<file path="src/rtl/jh_interleave_fifo_ctrl_pkg.sv">
// Shared types and helpers for the interleaved FIFO sequencer.
// Holds the FSM state type and the round-robin wrap increment.
package jh_interleave_pkg;

    typedef enum logic [1:0] {
        INIT  = 2'd0,
        RUN   = 2'd1,
        FLUSH = 2'd2
    } state_t;

    function automatic int unsigned bank_idx_next(
        input int unsigned idx,
        input int unsigned n
    );
        return (idx + 1 >= n) ? 0 : idx + 1;
    endfunction

endpackage

</file>
<file path="src/rtl/jh_interleave_fifo_ctrl_if.sv">
// Upstream/downstream valid-ready stream bundle for the sequencer.
// Ports: in_data/in_valid/in_ready, out_data/out_valid/out_ready.
interface jh_interleave_fifo_ctrl_if #(
    parameter int DATA_WIDTH = 8
);
    logic [DATA_WIDTH-1:0] in_data;
    logic                  in_valid;
    logic                  in_ready;
    logic [DATA_WIDTH-1:0] out_data;
    logic                  out_valid;
    logic                  out_ready;

    modport master (
        output in_data, in_valid, out_ready,
        input  in_ready, out_data, out_valid
    );

    modport slave (
        input  in_data, in_valid, out_ready,
        output in_ready, out_data, out_valid
    );
endinterface

</file>
<file path="src/rtl/jh_interleave_fifo_ctrl_rr_ptr.sv">
// Round-robin bank pointer: wraps N-1 -> 0 on adv.
// Ports: clk, rst (sync), clr (sync zero), adv (step), ptr (current bank).
module jh_rr_ptr
    import jh_interleave_pkg::*;
#(
    parameter int N  = 4,
    parameter int PW = (N > 1) ? $clog2(N) : 1
) (
    input  logic          clk,
    input  logic          rst,
    input  logic          clr,
    input  logic          adv,
    output logic [PW-1:0] ptr
);
    logic [PW-1:0] r_ptr;

    always_ff @(posedge clk) begin
        if (rst || clr) begin
            r_ptr <= '0;
        end else if (adv) begin
            r_ptr <= PW'(bank_idx_next(32'(r_ptr), N));
        end
    end

    assign ptr = r_ptr;
endmodule

</file>
<file path="src/rtl/jh_interleave_fifo_ctrl.sv">
// Sequencer spreading one stream round-robin over external bank FIFOs.
// Ports: clk, rst, stream bus s, clear, count, err, bank_* strobes/data.
module jh_interleave_fifo_ctrl
    import jh_interleave_pkg::*;
#(
    parameter int DATA_WIDTH = 8,
    parameter int NUM_BANKS  = 4,
    parameter int BANK_DEPTH = 4
) (
    input  logic                            clk,
    input  logic                            rst,
    jh_interleave_fifo_ctrl_if.slave        s,
    input  logic                            clear,
    output logic [$clog2(NUM_BANKS*BANK_DEPTH):0] count,
    output logic                            err,
    output logic [DATA_WIDTH-1:0]           bank_wr_data,
    output logic [NUM_BANKS-1:0]            bank_wr_valid,
    input  logic [NUM_BANKS-1:0]            bank_wr_ready,
    input  logic [NUM_BANKS*DATA_WIDTH-1:0] bank_rd_data,
    input  logic [NUM_BANKS-1:0]            bank_rd_valid,
    output logic [NUM_BANKS-1:0]            bank_rd_ready,
    output logic [NUM_BANKS-1:0]            bank_clear
);
    localparam int TOTAL = NUM_BANKS * BANK_DEPTH;
    localparam int CW    = $clog2(TOTAL) + 1;
    localparam int PW    = (NUM_BANKS > 1) ? $clog2(NUM_BANKS) : 1;

    state_t               r_state;
    state_t               w_state_nx;
    logic [CW-1:0]        r_count;
    logic                 r_err;
    logic [PW-1:0]        w_wr_ptr;
    logic [PW-1:0]        w_rd_ptr;
    logic [NUM_BANKS-1:0] w_wr_sel;
    logic [NUM_BANKS-1:0] w_rd_sel;
    logic                 w_run;
    logic                 w_idle;
    logic                 w_full;
    logic                 w_empty;
    logic                 w_in_fire;
    logic                 w_out_fire;
    logic                 w_zero;
    logic                 w_err_set;

    always_ff @(posedge clk) begin
        if (rst) begin
            r_state <= INIT;
        end else begin
            r_state <= w_state_nx;
        end
    end

    always_comb begin
        w_state_nx = r_state;
        unique case (r_state)
            INIT:    w_state_nx = RUN;
            RUN:     w_state_nx = clear ? FLUSH : RUN;
            FLUSH:   w_state_nx = clear ? FLUSH : RUN;
            default: w_state_nx = INIT;
        endcase
    end

    // Reset is folded in so the bus is quiet while rst is held.
    assign w_idle  = rst || (r_state != RUN);
    assign w_run   = !w_idle;
    assign w_full  = (r_count == CW'(TOTAL));
    assign w_empty = (r_count == '0);

    assign w_wr_sel = NUM_BANKS'(1) << w_wr_ptr;
    assign w_rd_sel = NUM_BANKS'(1) << w_rd_ptr;

    // Ready/valid are built only from state, never from the peer's strobe.
    assign s.in_ready  = w_run && bank_wr_ready[w_wr_ptr]
                         && !w_full && !clear;
    assign s.out_valid = w_run && bank_rd_valid[w_rd_ptr]
                         && !w_empty && !clear;
    assign s.out_data  = bank_rd_data[w_rd_ptr*DATA_WIDTH +: DATA_WIDTH];

    assign w_in_fire  = s.in_valid && s.in_ready;
    assign w_out_fire = s.out_valid && s.out_ready;

    assign bank_wr_data  = s.in_data;
    assign bank_wr_valid = w_in_fire ? w_wr_sel : '0;
    assign bank_rd_ready = w_out_fire ? w_rd_sel : '0;
    assign bank_clear    = {NUM_BANKS{w_idle}};

    // Zeroing on the clear edge itself makes the flush visible one
    // cycle earlier; the banks are emptied while in FLUSH.
    assign w_zero = w_idle || clear;

    jh_rr_ptr #(.N(NUM_BANKS), .PW(PW)) u_wr_ptr (
        .clk (clk),
        .rst (rst),
        .clr (w_zero),
        .adv (w_in_fire),
        .ptr (w_wr_ptr)
    );

    jh_rr_ptr #(.N(NUM_BANKS), .PW(PW)) u_rd_ptr (
        .clk (clk),
        .rst (rst),
        .clr (w_zero),
        .adv (w_out_fire),
        .ptr (w_rd_ptr)
    );

    always_ff @(posedge clk) begin
        if (rst || w_zero) begin
            r_count <= '0;
        end else if (w_in_fire && !w_out_fire) begin
            r_count <= r_count + 1'b1;
        end else if (w_out_fire && !w_in_fire) begin
            r_count <= r_count - 1'b1;
        end
    end

    // Either the bank we expect data from is dry, or the round-robin
    // target is full while some other bank still has room.
    assign w_err_set = w_run && (
        (!w_empty && !bank_rd_valid[w_rd_ptr]) ||
        (s.in_valid && !w_full && !bank_wr_ready[w_wr_ptr]
         && |(bank_wr_ready & ~w_wr_sel)));

    always_ff @(posedge clk) begin
        if (rst) begin
            r_err <= 1'b0;
        end else if (w_err_set) begin
            r_err <= 1'b1;
        end
    end

    assign count = r_count;
    assign err   = r_err;
endmodule

</file>
<file path="src/flat_wrapper.sv">
// flat-port wrapper written by rule: the top's interface ports become plain ports
module jh_interleave_fifo_ctrl_flat import jh_interleave_pkg::*;
#(
    parameter int DATA_WIDTH = 8,
    parameter int NUM_BANKS  = 4,
    parameter int BANK_DEPTH = 4
)
  (clk, rst, clear, count, err, bank_wr_data, bank_wr_valid, bank_wr_ready, bank_rd_data, bank_rd_valid, bank_rd_ready, bank_clear, s_in_data, s_in_valid, s_out_ready, s_in_ready, s_out_data, s_out_valid);
  jh_interleave_fifo_ctrl_if #(.DATA_WIDTH(DATA_WIDTH)) s_i ();
  input  logic clk;
  input  logic rst;
  input  logic clear;
  output logic [$clog2(NUM_BANKS*BANK_DEPTH):0] count;
  output logic err;
  output logic [DATA_WIDTH-1:0] bank_wr_data;
  output logic [NUM_BANKS-1:0] bank_wr_valid;
  input  logic [NUM_BANKS-1:0] bank_wr_ready;
  input  logic [NUM_BANKS*DATA_WIDTH-1:0] bank_rd_data;
  input  logic [NUM_BANKS-1:0] bank_rd_valid;
  output logic [NUM_BANKS-1:0] bank_rd_ready;
  output logic [NUM_BANKS-1:0] bank_clear;
  input wire logic [$bits(s_i.in_data)-1:0] s_in_data;
  input wire logic [$bits(s_i.in_valid)-1:0] s_in_valid;
  input wire logic [$bits(s_i.out_ready)-1:0] s_out_ready;
  output wire logic [$bits(s_i.in_ready)-1:0] s_in_ready;
  output wire logic [$bits(s_i.out_data)-1:0] s_out_data;
  output wire logic [$bits(s_i.out_valid)-1:0] s_out_valid;
  assign s_i.in_data = s_in_data;
  assign s_i.in_valid = s_in_valid;
  assign s_i.out_ready = s_out_ready;
  assign s_in_ready = s_i.in_ready;
  assign s_out_data = s_i.out_data;
  assign s_out_valid = s_i.out_valid;
  jh_interleave_fifo_ctrl #(.DATA_WIDTH(DATA_WIDTH), .NUM_BANKS(NUM_BANKS), .BANK_DEPTH(BANK_DEPTH)) u_core (.clk(clk), .rst(rst), .s(s_i), .clear(clear), .count(count), .err(err), .bank_wr_data(bank_wr_data), .bank_wr_valid(bank_wr_valid), .bank_wr_ready(bank_wr_ready), .bank_rd_data(bank_rd_data), .bank_rd_valid(bank_rd_valid), .bank_rd_ready(bank_rd_ready), .bank_clear(bank_clear));
endmodule
</file>
<file path="config.mk">
export PLATFORM = sky130hd
export DESIGN_NAME = jh_interleave_fifo_ctrl_flat
export DESIGN_NICKNAME = d
export VERILOG_FILES = /design/src/rtl/jh_interleave_fifo_ctrl_pkg.sv /design/src/rtl/jh_interleave_fifo_ctrl_if.sv /design/src/rtl/jh_interleave_fifo_ctrl_rr_ptr.sv /design/src/rtl/jh_interleave_fifo_ctrl.sv /design/src/flat_wrapper.sv
export SDC_FILE = /design/constraint.sdc
export NUM_CORES = 1
export LEC_CHECK = 0
export BUFFER_PORTS_ARGS = -buffer_cell sky130_fd_sc_hd__buf_4
export CORE_MARGIN = 4
export CORE_UTILIZATION = 40
export DETAILED_ROUTE_END_ITERATION = 7
export PLACE_DENSITY = 0.8
export SLEW_MARGIN = 10
export SYNTH_ARGS = -nofsm -noshare
export SYNTH_HDL_FRONTEND = slang
export SYNTH_HIERARCHICAL = 1
export SYNTH_SLANG_ARGS = --single-unit
</file>
<file path="constraint.sdc">
create_clock -name clk -period 3.5 [get_ports clk]
set_input_delay 0.175 -clock clk [delete_from_list [all_inputs] [get_ports clk]]
set_output_delay 0.175 -clock clk [all_outputs]
set_load 0.02 [all_outputs]
</file>
==> results.toml, run 1 <==
[critical_path]
crit_path_end_kind = "flop"
worstPathArrival_ps = 3250
worstSetupStartpointType = "flop"
r2r-end = "u_core/count[4]"
crit_fanout = 11
reg2regPathDepth = 10
path_class = "flop to flop"
rr_startpoint = "u_core/u_wr_ptr/ptr[0]"
cp.required_ps = 3700
ff2ff_setup_slack_ps = 450

[clocking]
clock_latency_ps = 270
cts_buffers = 3
cts_root_buffer = "clkbuf_4"
clkTransAtPathRegs_ps = 80
cts_setup_buffers = 0
ctsResizeCount = 0
cts.sinks = 12
cts_max_path_buffers = 2
cts_hold_buf = 0
htreeDepth = 1
cts_tree = "done"

[floorplan]
dieHeight_um = 62.0
ios = 89
start_util_pct = 41.9
fp.dieArea_um2 = 3840
rows = 19
die_w_um = 62.0
coreArea_um2 = 2780

[synthesis]
synth_largest_area_cell = "dfxtp_1"
synth_cells = 121
yosys-top-cells-count = "buf_4 (12), dfxtp_1 (12), nor2_1 (12)"
synth_top_area_share_pct = 20.6
synth.yosys.seq_area_share_pct = 20.6
ys_types = 34
synth_ff_type = "dfxtp_1"
synthTopCellsByArea = "dfxtp_1 (21%), mux4_2 (19%), ha_1 (9.7%)"
async_reset_ff_share_pct = 0
synth_edf_count = 0
ys_ff_latch = 12
postSynthAreaPerCell_um2 = 9.64
yosys_warnings = 6
syn_nets = 184
synth_area_um2 = 1170

[global_routing]
grt_max_degree = 16
grt_first_pass_wirelength_mm = 4.92
grt_pass1_vias = 1169
grt_overflow = 0
grtUsageTotal_pct = 16.7
antenna_found_initial = 0

[sta]
setup_viol = 0
setup_slack_ps = 450
finalCritPeriodShare_pct = 87.1
hold_viol = 0
fin_skew_ps = 0.550
finalSetupTns_ps = 0
worst_pin_slew_ps = 540
report.final.slew_viol_count = 0
period_minus_slack_ps = 3050
slew_headroom_pct = 63.7
rsz0062_at_grt = "no"
fmax_mhz = 328

[detailed_routing]
wl_mm = 3.39
viasPerCell = 5.41
wl_per_cell_um = 15.9
antenna_left = 0
drt_iter0_markers = 27
dr_total_vias = 1153
drt_pass1_iterations = 4
drc = 0

[place]
dp_slack_ps = 525
dp_hpwl_mm = 2.87
numPortBuffers = 72
dpl_cell_area_um2 = 1640
globalplace.congestion = 0.745

[power]
leakage_nw = 0.804
peakVddDrop_v = 0.000210
power_density_nw_per_um2 = 215

[min_path]
hold_path_end = "u_core/u_wr_ptr/ptr[0]"
hp-class = "input port to flop"
worstHoldPathCells = 2
hp-start = "rst"

[final_layout]
nFillCells = 237
fin_nets = 246
final_cell_area_um2 = 1680
area_delta_synth_final_pct = 43.7
num_antenna_cells = 0
drive_gt1_share_pct = 51.6

[job]
cap_violations = 0

[status]
status = "finished, final reports clean"
flip-flops by register name, summed over array words and instances (netlist names):
register	count
u_core/err	1
u_core/u_wr_ptr/ptr	2
u_core/u_rd_ptr/ptr	2
u_core/count	5
u_core/r_state	2
critical path, cell delays in order (launching register included):
cell and delay [ps]:
dfxtp_1 570, mux4_2 580, nand4_1 160, inv_1 140, ha_1 230, inv_1 160
ha_1 300, a21o_1 190, a21oi_1 180, mux2i_1 260, mux2i_1 200
report_power, final:
part / leakage (nW) / internal, mW / switching, mW
combinational: 0.686 / 0.0610 / 0.0452
sequential: 0.0971 / 0.140 / 0.00236
clock: 0.0210 / 0.0631 / 0.0486
metrics by stage:
| stage | cells | power, mW | utilization (%) | hold WS (ps) |
|---|---|---|---|---|
| finish | 213 | 0.360 | 60.2 | 143 |
| detailed placement | 209 | 0.252 | 58.9 | 350 |
| global route | 213 | 0.376 | 60.2 | 153 |
| floorplan | 121 | 0.208 | - | 240 |
| global placement | 209 | 0.248 | 58.9 | 350 |
| CTS | 213 | 0.363 | 60.2 | 136 |
area by class of cell:
class | instances | area [um2] | area share [%]
timing repair buffer | 73 | 548 | 32.7
clock buffer | 4 | 36.3 | 2.17
multi-input combinational | 84 | 778 | 46.5
inverter | 9 | 33.8 | 2.02
tap | 31 | 38.8 | 2.32
sequential | 12 | 240 | 14.3
routing by layer:
| metal | wire [um] | global-route usage [%] |
|---|---|---|
| met3 | 537 | 3.93 |
| met4 | 6 | 2.42 |
| met1 | 1160 | 16.6 |
| met2 | 1680 | 34.8 |
| met5 | 0 | 0 |
worst max path at each step:
stage / start / end / slack (ps)
3_5_place_dp: u_core/u_wr_ptr/ptr[0] / u_core/count[4] / 530
4_1_cts: u_core/u_wr_ptr/ptr[0] / u_core/count[4] / 480
6_report: u_core/u_wr_ptr/ptr[0] / u_core/count[4] / 450
3_3_place_gp: u_core/u_rd_ptr/ptr[1] / u_core/count[4] / 640
5_1_grt: u_core/r_state[1] / u_core/count[4] / 190
2_1_floorplan: u_core/count[0] / u_core/count[4] / 710
cells by family after synthesis:
kind of cell | Yosys count | synth area share [%]
AOI/OAI and AO/OA | 15 | 10.3
xor gates and xnor gates | 3 | 2.25
adders and majority gates | 10 | 11.4
buffers and inverters | 25 | 12.7
DFF | 12 | 20.6
muxes | 16 | 24.5
and+or+nand+nor | 40 | 18.3
cells in the final DEF (no fill, tap or decap), types with 2 or more instances in the layout:
cell / count
a21oi_1: 5
a211oi_2: 3
inv_1: 9
nor3_1: 6
xor2_1: 2
and3_2: 2
nand2_1: 6
mux4_2: 10
dfxtp_1: 12
or3b_1: 2
clkbuf_4: 3
buf_4: 73
ha_1: 9
nor2_1: 12
nor3b_1: 2
nand2b_1: 3
mux2i_1: 6
a21o_1: 2
Power figures use the tool's default switching activity.
==> run 2: changes to the inputs <==
- CTS_BUF_LIST: unset -> sky130_fd_sc_hd__clkbuf_16
==> run 2 against run 1 <==
- sequential share of layout area fell by 0.36 points
- wire length is 1.0% higher
- power increased by 27%
- flip-flop and latch count did not move
- first-iteration DRC count down 3.7%
- maximum frequency is 0.45% higher
- largest cell class unchanged
==> results.toml, run 2 (synthesis gave the netlist of run 1 again) <==
[global_routing]
grt_pass1_vias = 1179
top_usage_layer = "met2"
grtUsageTotal_pct = 16.7
grt.met3_usage_pct = 3.31
grt_overflow = 0
met1_usage_pct = 16.6
antenna_found_initial = 0
grt_max_degree = 16
grt_first_pass_wirelength_mm = 4.94
use_met2_pct = 35.1

[final_layout]
multi_input_area_um2 = 778
register_area_um2 = 240
layout_commonest_cell = "buf_4"
num_antenna_cells = 0
fin_nets = 246
largest_reg_flops = 5
nFillCells = 227
drive_gt1_share_pct = 51.1
final_cells = 213
layout_common_cells = "buf_4 (73), nor2_1 (12), dfxtp_1 (12)"
area_delta_synth_final_pct = 47.3

[critical_path]
crit_chain = "mux4_2 > nand4_1 > inv_1 > ha_1 > inv_1 > ha_1 > a21o_1 > a21oi_1 > mux2i_1 > mux2i_1"
cpMaxStageDelayCell = "mux4_2"
worstPathArrival_ps = 3200
critical-path-max-stage-delay_ps = 580
crit_fanout = 11
r2r-end = "u_core/count[4]"
path_class = "flop to flop"
rr_startpoint = "u_core/u_wr_ptr/ptr[0]"
reg2regPathDepth = 10
ff2ff_setup_slack_ps = 460
worstSetupStartpointType = "flop"
cp.required_ps = 3670
crit_path_end_kind = "flop"

[clocking]
clock_latency_ps = 240
cts_tree = "done"
cts_root_buffer = "clkbuf_16"
htreeDepth = 1
cts.sinks = 12
clkTransAtPathRegs_ps = 40
cts_max_path_buffers = 2
cts_setup_buffers = 0
ctsResizeCount = 0
cts_buffers = 3
cts_hold_buf = 0

[sta]
slew_headroom_pct = 63.1
hold_viol = 0
fmax_mhz = 329
fin_skew_ps = 1.15
finalCritPeriodShare_pct = 86.7
report.final.slew_viol_count = 0
setup_viol = 0
period_minus_slack_ps = 3040
worst_pin_slew_ps = 549
rsz0062_at_grt = "no"
finalSetupTns_ps = 0

[status]
status = "finished, final reports clean"

[detailed_routing]
dr_total_vias = 1151
drt_iter0_markers = 26
drt_pass1_iterations = 4
antenna_left = 0
drc = 0
wl_mm = 3.42
wl_per_cell_um = 16.1
viasPerCell = 5.40

[min_path]
worstHoldPathCells = 2
hold_path_end = "u_core/u_wr_ptr/ptr[0]"
hp-start = "rst"
hp-class = "input port to flop"

[floorplan]
fp.dieArea_um2 = 3840
rows = 19
ios = 89
dieHeight_um = 62.0
coreArea_um2 = 2780
start_util_pct = 41.9
die_w_um = 62.0

[job]
cap_violations = 0

[place]
numPortBuffers = 72
globalplace.congestion = 0.745
dp.cells = 209
dp_hpwl_mm = 2.87

[power]
power_density_nw_per_um2 = 267
peakVddDrop_v = 0.000280
leakage_nw = 0.822
[run 2: cell count changes in the layout (fill, tap and decap cells not counted), sizes merged]
cell | previous run | this run
clkbuf | 4 | 3
clkinv | 0 | 1
[run 2: metal layers]
| metal | wire, um | part of all wire, % |
|---|---|---|
| met1 | 1160 | 34 |
| met2 | 1680 | 49 |
| met3 | 570 | 17 |
| met4 | 6 | 0.18 |
| met5 | 0 | 0 |
[run 2: how the worst max path moves through the flow]
stage	startpoint	end	slack, ps
after floorplan	u_core/count[0]	u_core/count[4]	710
after global placement	u_core/u_rd_ptr/ptr[1]	u_core/count[4]	640
after detailed placement	u_core/u_wr_ptr/ptr[0]	u_core/count[4]	530
after CTS	u_core/u_wr_ptr/ptr[0]	u_core/count[4]	490
after global routing	u_core/r_state[1]	u_core/count[4]	210
final	u_core/u_wr_ptr/ptr[0]	u_core/count[4]	460
[run 2: area by class of cell]
type | instances | area share [%]
inverters | 9 | 1.97
repair buffers | 73 | 31.9
flip-flops and latches | 12 | 14.0
well taps | 31 | 2.26
clock buffers | 3 | 4.37
clock inverters | 1 | 0.218
multi-input cells | 84 | 45.3
[run 2: through the flow]
stage	hold slack [ps]	utilization, %	cell area, um2	power, mW	setup slack [ps]
2_1_floorplan	240	-	1170	0.208	714
3_3_place_gp	350	58.9	1640	0.248	642
3_5_place_dp	350	58.9	1640	0.252	525
4_1_cts	178	61.8	1720	0.463	489
5_1_grt	202	61.8	1720	0.475	207
6_report	185	61.8	1720	0.458	464
[run 2: report_power, final]
part           switching (mW)  total (mW)  internal, mW
Sequential            0.00237       0.143         0.140
Clock                  0.0588       0.209         0.150
Combinational          0.0456       0.107        0.0611
[run 2: critical path: cells and delay by family, from the launching register on]
kind / cells / cell delay (ps)
and+or+nand+nor: 1 / 160
AOI/OAI and AO/OA: 2 / 370
muxes: 3 / 1030
DFF: 1 / 560
adders and majority gates: 2 / 540
buffers and inverters: 2 / 300
==> run 3: changes to the inputs <==
- CORE_ASPECT_RATIO: unset -> 0.7
- PLACE_DENSITY: 0.8 -> 0.89
==> run 3 against run 2 <==
- clock power about the same
- critical path depth increased by 2
- via count decreased by 0.26%
- register-to-register slack gained 20 ps
- sequential power about the same
- core utilization up 0.47 points
- final cell count rose by 2.8%
- flip-flop and latch count unchanged
- worst setup slack improved by 24 ps
- clock-buffer cell count did not move
- clock skew rose by 0.92 ps
- critical path type unchanged
- highest routed layer unchanged
==> results.toml, run 3 (synthesis gave the netlist of run 1 again) <==
[clocking]
cts_setup_buffers = 0
cts_buffers = 3
clock_latency_ps = 240
cts_tree = "done"
cts_hold_buf = 0
cts.sinks = 12
cts_max_path_buffers = 2
cts_root_buffer = "clkbuf_16"
htreeDepth = 1
ctsResizeCount = 0
clkTransAtPathRegs_ps = 40

[sta]
period_minus_slack_ps = 3010
setup_viol = 0
finalCritPeriodShare_pct = 86.1
finalSetupTns_ps = 0
setup_slack_ps = 488
report.final.slew_viol_count = 0
rsz0062_at_grt = "no"
fin_skew_ps = 2.08
worst_pin_slew_ps = 606
slew_headroom_pct = 59.5
hold_viol = 0
holdWs_ps = 178
fmax_mhz = 332

[critical_path]
cpMaxStageDelayCell = "fa_1"
crit_chain = "inv_1 > ha_1 > nor3b_2 > nand4_1 > inv_1 > ha_1 > inv_1 > fa_1 > a21o_1 > a21oi_1 > mux2i_1 > mux2i_1"
crit_path_end_kind = "flop"
critPathBufInv = 3
worstPathArrival_ps = 3180
crit_top_cell = "inv_1"
rr_startpoint = "u_core/r_state[1]"
crit_family = "adder cells"
worstSetupStartpointType = "flop"
path_class = "flop to flop"
crit_fanout = 7
critical-path-max-stage-delay_ps = 430
cp.required_ps = 3670
crit_start = "u_core/r_state[1]"

[floorplan]
fp.dieArea_um2 = 3860
rows = 16
ios = 89
coreArea_um2 = 2780
dieHeight_um = 53.2
die_w_um = 72.5
start_util_pct = 41.9

[final_layout]
largest_reg_flops = 5
fin_util_pct = 62.2
layout_common_cells = "buf_4 (74), nor2_1 (12), dfxtp_1 (12)"
fin_nets = 247
final_cell_area_um2 = 1730
drive_gt1_share_pct = 51.4
area_delta_synth_final_pct = 48.5
layout_commonest_cell = "buf_4"
num_antenna_cells = 0

[place]
dpl_cell_area_um2 = 1650
dp_slack_ps = 564
dp_hpwl_mm = 2.87
numPortBuffers = 72
globalplace.congestion = 0.788

[power]
leakage_nw = 0.826
power_density_nw_per_um2 = 266
peakVddDrop_v = 0.000273

[global_routing]
grt_pass1_vias = 1112
grt_first_pass_wirelength_mm = 5.20
antenna_found_initial = 0
grt_overflow = 0
grt_max_degree = 16
grtUsageTotal_pct = 17.9

[min_path]
hp-start = "clear"
hp-class = "input port to flop"

[detailed_routing]
wl_per_cell_um = 15.8
antenna_left = 0
drt_iter0_markers = 86
dr_total_vias = 1148
drt_pass1_iterations = 4
viasPerCell = 5.24
wl_mm = 3.47
drc = 0

[job]
cap_violations = 0

[status]
status = "finished, final reports clean"
-- run 3: per-layer routing --
layer | GRT usage (%) | wire [um] | up-vias
met1 | 24.1 | 1450 | 554
met2 | 28.9 | 1820 | 36
li1 | - | - | 556
met5 | 0 | 0 | -
met4 | 3.68 | 5 | 0
met3 | 4.55 | 193 | 2
-- run 3: path summary, 6_finish.rpt --
check	end	slack [ps]	cells past startpoint
worst max-delay path	u_core/count[4]	490	12
worst max register to register	u_core/count[4]	490	12
worst min register to register	u_core/count[4]	540	2
worst min-delay path	u_core/r_state[1]	180	3
-- run 3: stage by stage --
stage | std cells | total power [mW]
after global placement | 215 | 0.249
after global routing | 219 | 0.485
after floorplan | 121 | 0.208
after detailed placement | 215 | 0.253
after CTS | 219 | 0.466
final | 219 | 0.461
-- run 3: layout make-up --
cell class | instances | area, um2
fill | 228 | 1050
multi-input combinational | 84 | 778
timing repair buffer | 74 | 556
sequential | 12 | 240
clock buffer | 3 | 75.1
tap | 36 | 45.0
inverter | 9 | 33.8
clock inverter | 1 | 3.75
-- run 3: worst min-delay path, stage by stage --
cell	delay (ps)
buf_4	100
nand2_1	40
nor2_1	70
-- run 3: where the power goes --
group          switching (mW)  internal (mW)
Combinational          0.0468         0.0615
Clock                  0.0592          0.150
Sequential            0.00253          0.140
Total                   0.109          0.352
